[config.mk]
export PLATFORM = sky130hd
export DESIGN_NAME = pwm_capture
export DESIGN_NICKNAME = d
export VERILOG_FILES = /design/src/rtl/pwm_pkg.sv /design/src/rtl/pwm_input_sync.sv /design/src/rtl/pwm_capture.sv
export SDC_FILE = /design/constraint.sdc
export NUM_CORES = 1
export LEC_CHECK = 0
export CAP_MARGIN = 5
export CORE_UTILIZATION = 55
export CTS_CLUSTER_DIAMETER = 120
export DETAILED_ROUTE_END_ITERATION = 6
export PLACE_DENSITY_LB_ADDON = 0.2
export SKIP_LAST_GASP = 1
export SYNTH_ARGS = -nofsm -noshare
export SYNTH_HDL_FRONTEND = slang
export SYNTH_SLANG_ARGS = --single-unit
[constraint.sdc]
create_clock -name i_clk -period 5.3 [get_ports i_clk]
set_input_delay 0.795 -clock i_clk [delete_from_list [all_inputs] [get_ports i_clk]]
set_output_delay 0.795 -clock i_clk [all_outputs]
set_load 0.05 [all_outputs]
[src/rtl/pwm_pkg.sv]
`default_nettype none
// ============================================================================
// Module   : pwm_pkg
// Purpose  : Shared definitions for the PWM capture path: capture state
//            encoding, per-cycle gate-pair class codes, default counter width
//            and the generator constants, so both ends of the link agree.
// Ports    : none (package)
// Revision : 1.0 - initial release
// ============================================================================
package pwm_pkg;

    // Default counter width: one full 12-bit up/down period fits.
    localparam int c_CNT_WIDTH = 14;

    // Generator-side constants (center-aligned complementary PWM).
    localparam int c_PWM_WIDTH    = 12;
    localparam int c_PWM_DEADTIME = 30;

    typedef enum logic [0:0] {
        ST_SYNC    = 1'b0,
        ST_MEASURE = 1'b1
    } state_t;

    // Class code is the {hs, ls} pair itself, so decoding is a plain cast.
    typedef enum logic [1:0] {
        CLS_DEAD  = 2'b00,
        CLS_LOW   = 2'b01,
        CLS_HIGH  = 2'b10,
        CLS_FAULT = 2'b11
    } cls_t;

    function automatic cls_t f_classify(input logic hs, input logic ls);
        return cls_t'({hs, ls});
    endfunction

endpackage
`default_nettype wire

[src/rtl/pwm_input_sync.sv]
`default_nettype none
// ============================================================================
// Module   : pwm_input_sync
// Purpose  : Multi-flop synchronizer for one asynchronous bit followed by a
//            rising-edge detector.
// Ports    : i_clk    - system clock
//            i_reset  - synchronous active-high reset
//            i_async  - asynchronous input bit
//            o_level  - synchronized level
//            o_rise   - one-cycle pulse on a synchronized 0->1 transition
// Params   : SYNC_STAGES - synchronizer depth, minimum 2
// Revision : 1.0 - initial release
// ============================================================================
module pwm_input_sync #(
    parameter int SYNC_STAGES = 2
) (
    input  logic i_clk,
    input  logic i_reset,
    input  logic i_async,
    output logic o_level,
    output logic o_rise
);

    logic [SYNC_STAGES-1:0] r_sync;
    logic                   r_prev;

    always_ff @(posedge i_clk) begin
        if (i_reset) begin
            r_sync <= '0;
            r_prev <= 1'b0;
        end else begin
            r_sync <= {r_sync[SYNC_STAGES-2:0], i_async};
            r_prev <= r_sync[SYNC_STAGES-1];
        end
    end

    assign o_level = r_sync[SYNC_STAGES-1];
    assign o_rise  = r_sync[SYNC_STAGES-1] & ~r_prev;

endmodule
`default_nettype wire

[src/rtl/pwm_capture.sv]
`default_nettype none
// ============================================================================
// Module   : pwm_capture
// Purpose  : Receive-side decoder for a complementary high/low gate pair.
//            Measures per-period high-only, low-only and total cycle counts
//            (period boundary = high-side rising edge), optional both-off
//            count, saturation timeout and a sticky shoot-through flag.
// Macro    : PWM_CAPTURE_DEADTIME_EN - builds the dead-cycle counter;
//            when undefined o_deadtime is tied to 0.
// Ports    : i_clk, i_reset      - clock, synchronous active-high reset
//            i_pwm_high/low      - asynchronous gate signals
//            i_fault_clear       - clears o_fault
//            o_high_cnt/low_cnt  - high-only / low-only cycles, last period
//            o_period            - total cycles, last period
//            o_deadtime          - both-off cycles, last period
//            o_valid             - pulse when count outputs update
//            o_locked            - measuring
//            o_timeout           - period counter saturated
//            o_fault             - sticky shoot-through flag
// Params   : CNT_WIDTH, SYNC_STAGES
// Revision : 1.0 - initial release
// ============================================================================
module pwm_capture
    import pwm_pkg::*;
#(
    parameter int CNT_WIDTH   = c_CNT_WIDTH,
    parameter int SYNC_STAGES = 2
) (
    input  logic                 i_clk,
    input  logic                 i_reset,
    input  logic                 i_pwm_high,
    input  logic                 i_pwm_low,
    input  logic                 i_fault_clear,
    output logic [CNT_WIDTH-1:0] o_high_cnt,
    output logic [CNT_WIDTH-1:0] o_low_cnt,
    output logic [CNT_WIDTH-1:0] o_period,
    output logic [CNT_WIDTH-1:0] o_deadtime,
    output logic                 o_valid,
    output logic                 o_locked,
    output logic                 o_timeout,
    output logic                 o_fault
);

    localparam logic [CNT_WIDTH-1:0] c_CNT_MAX = '1;
    localparam logic [CNT_WIDTH-1:0] c_CNT_ONE = {{(CNT_WIDTH-1){1'b0}}, 1'b1};

    function automatic logic [CNT_WIDTH-1:0] f_sat_inc(input logic [CNT_WIDTH-1:0] v);
        return (v == c_CNT_MAX) ? v : v + c_CNT_ONE;
    endfunction

    logic w_hs;
    logic w_ls;
    logic w_hs_rise;
    logic w_ls_rise_unused;
    cls_t w_cls;

    pwm_input_sync #(.SYNC_STAGES(SYNC_STAGES)) u_sync_high (
        .i_clk   (i_clk),
        .i_reset (i_reset),
        .i_async (i_pwm_high),
        .o_level (w_hs),
        .o_rise  (w_hs_rise)
    );

    pwm_input_sync #(.SYNC_STAGES(SYNC_STAGES)) u_sync_low (
        .i_clk   (i_clk),
        .i_reset (i_reset),
        .i_async (i_pwm_low),
        .o_level (w_ls),
        .o_rise  (w_ls_rise_unused)
    );

    assign w_cls = f_classify(w_hs, w_ls);

    state_t               r_state;
    logic [CNT_WIDTH-1:0] r_period;
    logic [CNT_WIDTH-1:0] r_high;
    logic [CNT_WIDTH-1:0] r_low;
    logic [CNT_WIDTH-1:0] r_period_out;
    logic [CNT_WIDTH-1:0] r_high_out;
    logic [CNT_WIDTH-1:0] r_low_out;
    logic                 r_valid;
    logic                 r_timeout;
    logic                 r_fault;

    always_ff @(posedge i_clk) begin
        if (i_reset) begin
            r_state      <= ST_SYNC;
            r_period     <= '0;
            r_high       <= '0;
            r_low        <= '0;
            r_period_out <= '0;
            r_high_out   <= '0;
            r_low_out    <= '0;
            r_valid      <= 1'b0;
            r_timeout    <= 1'b0;
            r_fault      <= 1'b0;
        end else begin
            r_valid <= 1'b0;

            // A new shoot-through cycle takes priority over the clear request.
            if (w_cls == CLS_FAULT) begin
                r_fault <= 1'b1;
            end else if (i_fault_clear) begin
                r_fault <= 1'b0;
            end

            case (r_state)
                ST_SYNC: begin
                    // Edge cycle is the first cycle of the new period; the
                    // high side is on, so it can only be HIGH or FAULT.
                    if (w_hs_rise) begin
                        r_state  <= ST_MEASURE;
                        r_period <= c_CNT_ONE;
                        r_high   <= (w_cls == CLS_HIGH) ? c_CNT_ONE : '0;
                        r_low    <= '0;
                    end
                end
                ST_MEASURE: begin
                    if (w_hs_rise) begin
                        r_period_out <= r_period;
                        r_high_out   <= r_high;
                        r_low_out    <= r_low;
                        r_valid      <= 1'b1;
                        r_timeout    <= 1'b0;
                        r_period     <= c_CNT_ONE;
                        r_high       <= (w_cls == CLS_HIGH) ? c_CNT_ONE : '0;
                        r_low        <= '0;
                    end else if (r_period == c_CNT_MAX) begin
                        // Saturated without a closing edge: drop lock and
                        // keep the last reported counts.
                        r_state   <= ST_SYNC;
                        r_timeout <= 1'b1;
                        r_period  <= '0;
                        r_high    <= '0;
                        r_low     <= '0;
                    end else begin
                        r_period <= f_sat_inc(r_period);
                        if (w_cls == CLS_HIGH) begin
                            r_high <= f_sat_inc(r_high);
                        end
                        if (w_cls == CLS_LOW) begin
                            r_low <= f_sat_inc(r_low);
                        end
                    end
                end
                default: begin
                    r_state <= ST_SYNC;
                end
            endcase
        end
    end

`ifdef PWM_CAPTURE_DEADTIME_EN
    logic [CNT_WIDTH-1:0] r_dead;
    logic [CNT_WIDTH-1:0] r_dead_out;

    // Follows the same period boundaries as the main counters above.
    always_ff @(posedge i_clk) begin
        if (i_reset) begin
            r_dead     <= '0;
            r_dead_out <= '0;
        end else begin
            case (r_state)
                ST_SYNC: begin
                    r_dead <= '0;
                end
                ST_MEASURE: begin
                    if (w_hs_rise) begin
                        r_dead_out <= r_dead;
                        r_dead     <= '0;
                    end else if (r_period == c_CNT_MAX) begin
                        r_dead <= '0;
                    end else if (w_cls == CLS_DEAD) begin
                        r_dead <= f_sat_inc(r_dead);
                    end
                end
                default: begin
                    r_dead <= '0;
                end
            endcase
        end
    end

    assign o_deadtime = r_dead_out;
`else
    assign o_deadtime = '0;
`endif

    assign o_high_cnt = r_high_out;
    assign o_low_cnt  = r_low_out;
    assign o_period   = r_period_out;
    assign o_valid    = r_valid;
    assign o_locked   = (r_state == ST_MEASURE);
    assign o_timeout  = r_timeout;
    assign o_fault    = r_fault;

endmodule
`default_nettype wire

* After elaboration in Yosys (flattened, before gate mapping) *
Cells that the tools add are included.

cells by class
  multiplexer cells = 25
  $add $sub $neg = 3
  equal/unequal tests = 11
  reduce and logical (&&, ||, !) cells = 7
  bitwise gates (word level) = 3

operators with widths
  kind                     number
  $mux W14                 13
  $pmux W14 S2             3
  $add A14 B1 Y14 const B  3
  $eq A14 B14 Y1 const B   3
  $mux W1                  8
  $ne A4 B1 Y1 const B     2
  $ne A4 B3 Y1 const B     2
  $reduce_and A3 Y1        2
  $eq A2 B2 Y1 const B     2
  $reduce_and A2 Y1        2
  $reduce_bool A2 Y1       2
  $eq A2 B1 Y1 const B     1
  $ne A2 B1 Y1 const B     1
  $not A1 Y1               2
  $pmux W1 S2              1
  $reduce_or A2 Y1         1
  $and A1 B1 Y1            1

word-level totals
  input port bits = 5
  output and inout port bits = 60
  register bits after elaboration = 93
  word-level logic and storage cells = 62

* Logic depth before layout (Yosys ltp) *
  depth after elaboration = 6
  depth in mapped cells = 7

* Cells and area by module *
Synthesis repeated with hierarchy kept, for this count alone.

second synthesis, totals
  cell total of the unflattened synthesis = 430
  area, all modules = 4040.1 µm²

by module, submodules not included
  module          instances  cells each  area each (µm²)
  pwm_capture     1          416         3865.0
  pwm_input_sync  2          7           87.6

* Least setup slack after synthesis *
OpenSTA, ideal clock, no wires.

  path type = reg-to-reg
  start point = reg r_state (netlist: o_locked)
  end point = reg r_high_out[0] (netlist: o_high_cnt[0])
  slack = 3260 ps
  period minus slack after synthesis = 2040 ps
  arrival time = 1979 ps
  stages on the path, launching flop included = 6
  setup time = 60 ps
  buffers on the path = 2
  cells stage by stage = dfxtp_1 clkbuf_1 inv_1 nor3_1 clkbuf_1 a22o_1

between the ends
  word-level cells in the longest chain between the ends = 1

RTL lines
  what                                line                source
  start, declared                     pwm_capture.sv:75   state_t r_state;
  start signal, assigned              pwm_capture.sv:88   r_state <= ST_SYNC;
  start signal, assigned              pwm_capture.sv:113  r_state <= ST_MEASURE;
  start signal, assigned              pwm_capture.sv:132  r_state <= ST_SYNC;
  $reduce_and A2 Y1 (no source line)  --
  end signal, assigned                pwm_capture.sv:122  r_high_out <= r_high;
  end, declared                       pwm_capture.sv:80   logic [CNT_WIDTH-1:0] r_high_out;

Every way passes these cells.
A chain may end at the register's enable or synchronous reset.

* Worst setup path after layout *
  start point = reg r_state (netlist: o_locked)
  end point = out o_locked

RTL lines
  what           line               source
  end, declared  pwm_capture.sv:39  output logic o_locked,

No word-level cell between the ends.

==> metrics.md <==
| Metric | Value |
|---|---|
| Io pins | 65 |
| Via density | about 6 |
| Hold-fix buffers, CTS | 0 |
| Max-cap violations | 0 |
| Via count | around 3400 |
| # rows | 30 |
| Fillers | between 500 and 600 |
| Synth warnings | 0 |
| Clk buf depth | 2 |
| Most frequent cells in the layout | dfxtp_1 (93), clkdlybuf4s50_1 (50), a22o_1 (43) |
| Fin Setup TNS | 0 ps |
| Share of the synthesized area in the top cell type | roughly 47% |
| Synth Flop Type | dfxtp_1 |
| Worst path max stage delay | between 900 and 1000 ps |
| Highest Clock Rate | about 0.34 GHz |
| Commonest non-fill, non-tap cell in the layout | dfxtp_1 |
| Initial antenna violation count | 0 |
| Slew headroom | between 20% and 30% |
| Total GRT Usage | between 20 and 30% |
| Worst path cell trace | clkdlybuf4s50_1 |
| Number of clock sinks | 93 |
| RSZ-0062 raised after global routing | false |
| Multi-input gate area | about 2000 sq um |
| WP data arrival | ~2100 ps |
| Worst skew pair latency | around 360 ps |
| Largest net degree at the start of global routing | 44 |
| Layout Area Growth over Synthesis | 18.43% |
| Worst Max-Slew Pin Slew | about 1100 ps |
| Post-DP Area | 4497 sq um |
| Port bufs | 50 |
| Outcome | finished clean |
| Leakage Power | ~1.7 nW |
| Worst IR Drop VDD | around 130 uV |
| Die width | between 80 and 90 um |
| Area leader, netlist | dfxtp_1 |
| Core region area | approximately 6900 sq um |
| GP Congestion | between 0.8 and 0.9 |
| Remaining DRCs | 0 |
| First drt pass iteration count | 5 |
| Max FO, Critical Path | 18 |
| Mapped Cells | roughly 420 |
| Die area | approximately 7600 sq um |
| Distinct cells, synth | 56 |
| CP startpoint kind | register |
| # Post-CTS Setup Buffers | 0 |
| Final Critical Period | 2920 ps |
| Top post-synthesis cells by area | dfxtp_1 (47%), a22o_1 (9.5%), a21oi_1 (3.3%) |
| Die height | 87.06 um |
| CP bufs+invs | 1 |
| Crit-path slowest cell | clkdlybuf4s50_1 |
| Vias in the first global route | a little over 3000 |
| Syn Area/Cell | roughly 9.5 sq um |
| Htree depth | 3 |
| Clock Root Buffer | clkbuf_8 |
| EDFF count, synth | 0 |
| Drt total wl | 9.245 mm |
| DRT antenna net count | 0 |
| CTS tree | built |
| Critical setup path kind | register to primary output |
| Sequential-to-total area share from yosys stat | between 40% and 50% |
| Share of cells above drive strength 1 | about 7% |
| Pwr per Cell Area | about 280 nW/um^2 |
| # diodes | 0 |
| Synthesized flop and latch total | 93 |
| Final setup fails | 0 |
| Nets | 470 |
| Post-DP HPWL | 6.094 mm |
| Ys async rst share | 0% |
| Cts repair resizes | 0 |
| Clock Skews | between 10 and 15 ps |
| Grt total ovfl | 0 |
| Starting density of the core | 57.61% |
| Final period util | between 50% and 60% |
| Required @ worst endpoint | ~4500 ps |
| Reg2reg setup slack | roughly 2700 ps |
| Critical path endpoint category | primary output |
| Design Area, Final | between 4000 and 5000 sq um |
| Register area | between 1500 and 2000 sq um |
| WL per Instance | 16.42 um |
| Hold/Removal Path Class | register to register |
| CP delay by family, top | buffers and inverters |
| Max-slew violation count | 0 |
| Mapped Area | a little under 4000 sq um |
| Final hold viol count | 0 |
| Reg clk slew, reported paths | about 90 ps |
| Global-route wire length before repair | between 15 and 20 mm |
| Cts bufs inserted | 9 |
| DRT iter0 DRCs | about 260 |
==> Yosys cell counts, drive strengths merged, types with 6 or more instances <==
master	number
dfxtp	93
a22o	43
nand2	28
a21oi	26
nor2	24
buf	19
clkbuf	18
o21ai	18
nand3	15
a31oi	13
nor3	11
nand2b	9
nor2b	9
a311oi	8
nand4	8
inv	7
and3	6
==> sequential cells by signal, summed over array words and instances (netlist names), 2 cells and up <==
signal,count
o_high_cnt,14
o_low_cnt,14
o_period,14
r_high,14
r_low,14
r_period,14
u_sync_high.r_sync,2
u_sync_low.r_sync,2
==> power breakdown <==
part	leakage [nW]	internal, mW	switching (mW)
combinational	0.811	0.0175	0.0637
sequential	0.750	0.702	0.00622
clock	0.0985	0.265	0.255
total	1.66	0.984	0.325
==> cell families (layout without fill, tap and decap cells) <==
logic type / after synthesis / in the layout / share of synthesized area (%)
AO/OA/AOI/OAI: 140 / 140 / 26.32
XOR/XNOR: 4 / 4 / 0.8807
adder cells (fa/ha/maj): 3 / 3 / 0.9435
buffers and inverters: 44 / 77 / 5.629
flip-flops: 93 / 93 / 46.79
multiplexers: 2 / 2 / 0.5346
other: 1 / 14 / 0.09425
AND/OR/NAND/NOR: 134 / 134 / 18.80
==> final cells by class <==
class / count / share of cell area, %
Timing Repair Buffer: 54 / 11.26
Clock buffer: 10 / 2.708
Multi-Input combinational cell: 297 / 41.56
Sequential cell: 93 / 39.51
Clock inverter: 6 / 1.859
Inverter: 7 / 0.5576
Tap cell: 96 / 2.549
==> path summary, 6_finish.rpt <==
path / from / to / cells after the start
min: u_sync_low.r_sync[0]$_SDFF_PP0_ / u_sync_low.r_sync[1]$_SDFF_PP0_ / 1
min reg2reg: u_sync_low.r_sync[0]$_SDFF_PP0_ / u_sync_low.r_sync[1]$_SDFF_PP0_ / 1
max: o_locked$_SDFF_PP0_ / o_locked / 1
max reg2reg: o_locked$_SDFF_PP0_ / r_high[4]$_SDFFE_PP0P_ / 4
==> metrics by stage <==
| stage | power, mW | hold slack [ps] | setup slack (ps) | util (%) | instances |
|---|---|---|---|---|---|
| after CTS | 1.313 | 447.0 | 2396 | 68.22 | 563 |
| final | 1.309 | 444.7 | 2380 | 68.22 | 563 |
| after global routing | 1.347 | 459.9 | 2347 | 68.22 | 563 |
| after floorplan | 0.7942 | 413.8 | 3260 | - | 434 |
| after detailed placement | 0.8041 | 422.8 | 2234 | 65.11 | 547 |
| after global placement | 0.8032 | 418.9 | 2299 | 65.11 | 547 |
==> metal layers <==
layer	track usage (%)	share of wire, %
met1	36.45	48
met2	38.37	45
met3	3.886	5.6
met4	12.42	2.0
met5	0	0
(Power assumes the default switching activity.)
